## src/rtl/pipeline_hazard_ctrl.sv

```systemverilog
// Hazard/stall scheduler: load-use stall, taken-branch flush countdown, memory-wait freeze.
// Optional HAZARD_STATS_EN adds saturating event counters for stalls, flushes and freezes.
module pipeline_hazard_ctrl #(
   parameter int REG_ADDR_W   = 5,
   parameter int FLUSH_CYCLES = 1
) (
   input  logic                  clock,
   input  logic                  reset_n,
   input  logic [REG_ADDR_W-1:0] ID_Rs,
   input  logic [REG_ADDR_W-1:0] ID_Rt,
   input  logic                  ID_UsesRt,
   input  logic                  EX_MemRead,
   input  logic [REG_ADDR_W-1:0] EX_Rt,
   input  logic                  Branch_Taken,
   input  logic                  Mem_Busy,
   output logic                  PC_Write,
   output logic                  IFID_Write,
   output logic                  IFID_Flush,
   output logic                  IDEX_Bubble,
   output logic                  Pipe_Freeze,
   output logic [1:0]            Ctrl_State
`ifdef HAZARD_STATS_EN
   ,
   output logic [15:0]           Stat_LoadStalls,
   output logic [15:0]           Stat_Flushes,
   output logic [15:0]           Stat_FreezeCycles
`endif
);

   typedef enum logic [1:0] {INIT = 2'd0, RUN = 2'd1, FLUSH = 2'd2} state_t;

   localparam logic [2:0] FLUSH_INIT = 3'(FLUSH_CYCLES - 1);

   state_t     state, state_nxt;
   logic [2:0] cnt, cnt_nxt;
   logic       load_use;

   assign load_use = EX_MemRead && (EX_Rt != '0) &&
                     ((EX_Rt == ID_Rs) || (ID_UsesRt && (EX_Rt == ID_Rt)));

   assign Ctrl_State = state;

   always_ff @(posedge clock or negedge reset_n) begin
      if (!reset_n) begin
         state <= INIT;
         cnt   <= '0;
      end else begin
         state <= state_nxt;
         cnt   <= cnt_nxt;
      end
   end

   // Priority chain: INIT > Mem_Busy > Branch_Taken > flush countdown > load-use > normal.
   always_comb begin
      state_nxt   = state;
      cnt_nxt     = cnt;
      PC_Write    = 1'b1;
      IFID_Write  = 1'b1;
      IFID_Flush  = 1'b0;
      IDEX_Bubble = 1'b0;
      Pipe_Freeze = 1'b0;
      if (state == INIT) begin
         PC_Write    = 1'b0;
         IFID_Write  = 1'b0;
         IFID_Flush  = 1'b1;
         IDEX_Bubble = 1'b1;
         state_nxt   = RUN;
      end else if (Mem_Busy) begin
         PC_Write    = 1'b0;
         IFID_Write  = 1'b0;
         Pipe_Freeze = 1'b1;
      end else if (Branch_Taken) begin
         IFID_Flush  = 1'b1;
         IDEX_Bubble = 1'b1;
         cnt_nxt     = FLUSH_INIT;
         state_nxt   = (FLUSH_CYCLES > 1) ? FLUSH : RUN;
      end else if (state == FLUSH) begin
         IFID_Flush = 1'b1;
         cnt_nxt    = (cnt != 3'd0) ? cnt - 3'd1 : 3'd0;
         state_nxt  = (cnt <= 3'd1) ? RUN : FLUSH;
      end else if (load_use && state == RUN) begin
         PC_Write    = 1'b0;
         IFID_Write  = 1'b0;
         IDEX_Bubble = 1'b1;
      end
   end

`ifdef HAZARD_STATS_EN
   // Events are recovered from the output pattern: a bubble with PC held is a load-use stall,
   // a bubble with PC loading is an accepted branch.
   logic ev_stall, ev_flush, ev_freeze;
   assign ev_stall  = (state != INIT) && IDEX_Bubble && !PC_Write;
   assign ev_flush  = (state != INIT) && IDEX_Bubble && PC_Write;
   assign ev_freeze = Pipe_Freeze;

   always_ff @(posedge clock or negedge reset_n) begin
      if (!reset_n) begin
         Stat_LoadStalls   <= '0;
         Stat_Flushes      <= '0;
         Stat_FreezeCycles <= '0;
      end else begin
         if (ev_stall && Stat_LoadStalls != 16'hFFFF)
            Stat_LoadStalls <= Stat_LoadStalls + 16'd1;
         if (ev_flush && Stat_Flushes != 16'hFFFF)
            Stat_Flushes <= Stat_Flushes + 16'd1;
         if (ev_freeze && Stat_FreezeCycles != 16'hFFFF)
            Stat_FreezeCycles <= Stat_FreezeCycles + 16'd1;
      end
   end
`endif

endmodule

```

## config.mk

```make
export PLATFORM = sky130hd
export DESIGN_NAME = pipeline_hazard_ctrl
export DESIGN_NICKNAME = d
export VERILOG_FILES = /design/src/rtl/pipeline_hazard_ctrl.sv
export SDC_FILE = /design/constraint.sdc
export NUM_CORES = 1
export LEC_CHECK = 0
export CORE_AREA = 2 2 39 41
export CTS_CLUSTER_DIAMETER = 30
export CTS_CLUSTER_SIZE = 10
export DETAILED_ROUTE_END_ITERATION = 8
export DIE_AREA = 0 0 41 43
export GPL_TIMING_DRIVEN = 0
export PLACE_DENSITY = 0.78
export SYNTH_ARGS = -nofsm -noshare
export SYNTH_HDL_FRONTEND = slang
export SYNTH_SLANG_ARGS = --single-unit
```

## constraint.sdc

```tcl
create_clock -name clock -period 4.8 [get_ports clock]
set_clock_uncertainty 0.15 [all_clocks]
set_input_delay 1.44 -clock clock [delete_from_list [all_inputs] [get_ports clock]]
set_output_delay 1.44 -clock clock [all_outputs]
set_load 0.02 [all_outputs]
```

==> results.py <==
metrics = {
    "timing": {
        "tightest_slew_ns": 0.270,
        "post-route-worst-setup-slack_ns": 0.0977,
        "timing.final.crit_share_pct": 98.0,
        "hold_violations": 0,
        "finalSetupTns_ns": 0,
        "maxSlewHeadroom_pct": 82.0,
        "slew_violations": 0,
        "layout_min_cycle_time_ns": 4.70,
        "setup-violations-final": 0,
        "rsz0062_at_grt": "no",
        "highest_attainable_clock_frequency_mhz": 213,
    },
    "cts": {
        "cts_setup_buffers": 0,
        "numClockSinks": 5,
        "cts.path.max_buffers": 2,
        "numCtsBuffers": 3,
        "h-tree-depth": 1,
        "root_buffer": "sky130_fd_sc_hd__clkbuf_4",
        "clkSlewWorstSetupHoldPaths_ns": 0.04,
        "clock_tree_from_tritoncts": "done",
        "cts_hold_buffers": 0,
        "later_pin_clock_latency_in_the_skew_report_ns": 0.25,
    },
    "setup_path": {
        "worst-path-max-fanout": 3,
        "critical_path.reg2reg.endpoint": "cnt[1]",
        "critPathCaptureType": "output port",
        "worst-setup-path-type": "in -> out",
        "depth_of_the_worst_register_to_register_path": 4,
        "start_kind": "input pin",
        "rrSetupSlack_ns": 3.29,
        "r2r_start": "Ctrl_State[0]",
        "arrival_ns": 3.11,
        "critical_path_required_ns": 3.21,
    },
    "pwr": {
        "max-vdd-ir-drop_uv": 63.5,
        "power.leakage_uw": 0.000332,
        "power.density_cell_area_mw_per_mm2": 176,
    },
    "global_routing": {
        "gr_peak_layer": "met2",
        "first_global_vias": 457,
        "grt_util_all_layers_pct": 15.2,
        "pin_count_of_the_biggest_net_entering_global_routing": 9,
        "global_route_wire_length_before_repair_um": 1790,
        "gr-usage-met1_pct": 15.4,
        "groute.layer.met3.usage_pct": 6.28,
        "met2_usage_grt_pct": 23.1,
        "grt_antenna_before_repair": 0,
        "grt-ovfl-total": 0,
    },
    "place": {
        "place.detailed.hpwl_um": 929,
        "post-place-ws_ns": -0.298,
        "buffer_ports.inserted": 27,
        "gp_congestion": 0.681,
        "post_dp_cell_area_um2": 734,
    },
    "drt": {
        "dr_total_vias": 496,
        "drt-total-wl_um": 1050,
        "detail_route.vias_per_cell": 4.86,
        "drt_iter0_markers": 4,
        "drc_errors": 0,
        "ant_nets": 0,
        "dr.pass1.iters": 4,
        "routed_wire_length_per_instance_um": 10.3,
    },
    "die": {
        "core-area_mm2": 0.00138,
        "design.die.area_mm2": 0.00176,
        "chipHeight_um": 43,
        "initial_utilization_pct": 32.1,
        "io_pins": 28,
        "die_width_um": 41,
        "std_cell_rows": 14,
    },
    "finish": {
        "final_layout_size_suffix_gt1_share_pct": 6.98,
        "n_antenna_cell": 0,
        "finalInstanceArea_um2": 757,
        "area_delta_synth_final_pct": 70.4,
        "nNetsFinal": 110,
        "finish.utilization_pct": 54.7,
    },
    "min_path": {
        "worstHoldEndpoint": "cnt[1]",
        "hold_path_depth": 1,
        "hold_path_startpoint": "cnt[1]",
        "min_path_type": "reg -> reg",
    },
    "synthesis": {
        "ys_async_sr_fraction_pct": 100,
        "synth_warnings": 0,
        "ys_ff_latch": 5,
        "synth_top_flop_cell": "sky130_fd_sc_hd__dfrtp_1",
        "netlist_instances": 55,
        "syn_avg_cell_area_um2": 8.08,
        "synth_cell_type_count": 23,
        "count_of_flip_flops_with_a_built_in_enable_after_synthesis": 0,
        "number_of_nets_produced_by_synthesis": 78,
        "yosysSeqAreaShare_pct": 28.2,
        "synthesis.area_um2": 444,
    },
    "outcome": {
        "status": "finished clean",
    },
    "run": {
        "drv_cap": 0,
    },
}
==> sequential cells by signal, indices dropped and copies added (netlist names) <==
| name | flops |
|---|---|
| Ctrl_State | 2 |
| cnt | 3 |
==> repair_timing <==
item,4_1_cts,5_1_grt
gates resized for setup,4,1
setup endpoints to repair,3,1
pin swaps,1,0
endpoints found under the hold margin,0,0
==> kinds of logic (layout without fill, tap and decap cells) <==
kind of cell	after synthesis	count (layout)	share of synthesized area, %
fa+ha+maj	2	2	5.63
buf+inv	6	37	5.92
xor+xnor	10	10	19.7
flops	5	5	28.2
compound gates	13	13	19.4
simple gates	19	19	21.1
==> cell type report <==
type,instances,area (um^2)
Tap cell,16,20.0
Fill cell,139,627
Timing Repair Buffer,27,267
Clock buffer,4,26.3
Buffer,1,7.51
Multi-Input combinational cell,44,293
Inverter,5,18.8
Sequential cell,5,125
==> worst max-delay path by stage <==
stage / from / endpoint / slack, ns
6_report: EX_Rt[1] / IFID_Write / 0.1
5_1_grt: EX_Rt[2] / IFID_Write / 0.002
4_1_cts: EX_Rt[1] / IFID_Write / 0.05
3_5_place_dp: EX_Rt[1] / PC_Write / -0.30
3_3_place_gp: EX_Rt[1] / PC_Write / -0.29
2_1_floorplan: EX_Rt[4] / IDEX_Bubble / 0.64
==> placed cells by master, fill, tap and decap left out, types with 2 or more instances in the layout <==
cell type                         count
sky130_fd_sc_hd__clkdlybuf4s50_1     24
sky130_fd_sc_hd__nor2_1               9
sky130_fd_sc_hd__xor2_1               9
sky130_fd_sc_hd__dfrtp_1              5
sky130_fd_sc_hd__inv_1                5
sky130_fd_sc_hd__nor3_1               3
sky130_fd_sc_hd__a21oi_1              3
sky130_fd_sc_hd__o21ai_0              3
sky130_fd_sc_hd__clkbuf_4             3
sky130_fd_sc_hd__nand2_1              2
sky130_fd_sc_hd__ha_1                 2
sky130_fd_sc_hd__buf_4                2
==> synthesized netlist by cell type, types with 2 or more instances <==
cell type	n	area [um^2]
sky130_fd_sc_hd__xor2_1	9	78.8
sky130_fd_sc_hd__o21ai_0	3	15.0
sky130_fd_sc_hd__dfrtp_1	5	125
sky130_fd_sc_hd__inv_1	5	18.8
sky130_fd_sc_hd__nor2_1	9	33.8
sky130_fd_sc_hd__a21oi_1	3	15.0
sky130_fd_sc_hd__nor3_1	3	15.0
sky130_fd_sc_hd__nand2_1	2	7.51
sky130_fd_sc_hd__ha_1	2	25.0
==> metrics by stage <==
step	power, uW	hold WS (ns)	instances
floorplan	58.4	0.362	55
global placement	84.5	0.397	98
detailed placement	85.1	0.409	98
CTS	136	0.420	102
global route	143	0.445	102
finish	134	0.419	102
==> per-layer routing <==
| layer | wire length (um) | part of all wire (%) | vias up |
|---|---|---|---|
| met3 | 119 | 11 | 2 |
| met4 | 23 | 2.2 | 0 |
| met1 | 362 | 35 | 219 |
| met2 | 542 | 52 | 26 |
| li1 | - | - | 249 |
| met5 | 0 | 0 | - |
==> where the power goes <==
| part | switching [uW] | total [uW] | internal [uW] |
|---|---|---|---|
| Clock | 19.0 | 50.6 | 31.5 |
| Sequential | 0.0000391 | 42.3 | 42.3 |
| Combinational | 16.5 | 40.7 | 24.3 |
==> worst max-delay path: stages <==
cell	delay (ns)
sky130_fd_sc_hd__clkdlybuf4s50_1	0.47
sky130_fd_sc_hd__or4_1	0.54
sky130_fd_sc_hd__o21ai_1	0.19
sky130_fd_sc_hd__o31a_1	0.16
sky130_fd_sc_hd__clkdlybuf4s15_1	0.30
Note: power is estimated with default switching activity, not from simulation.
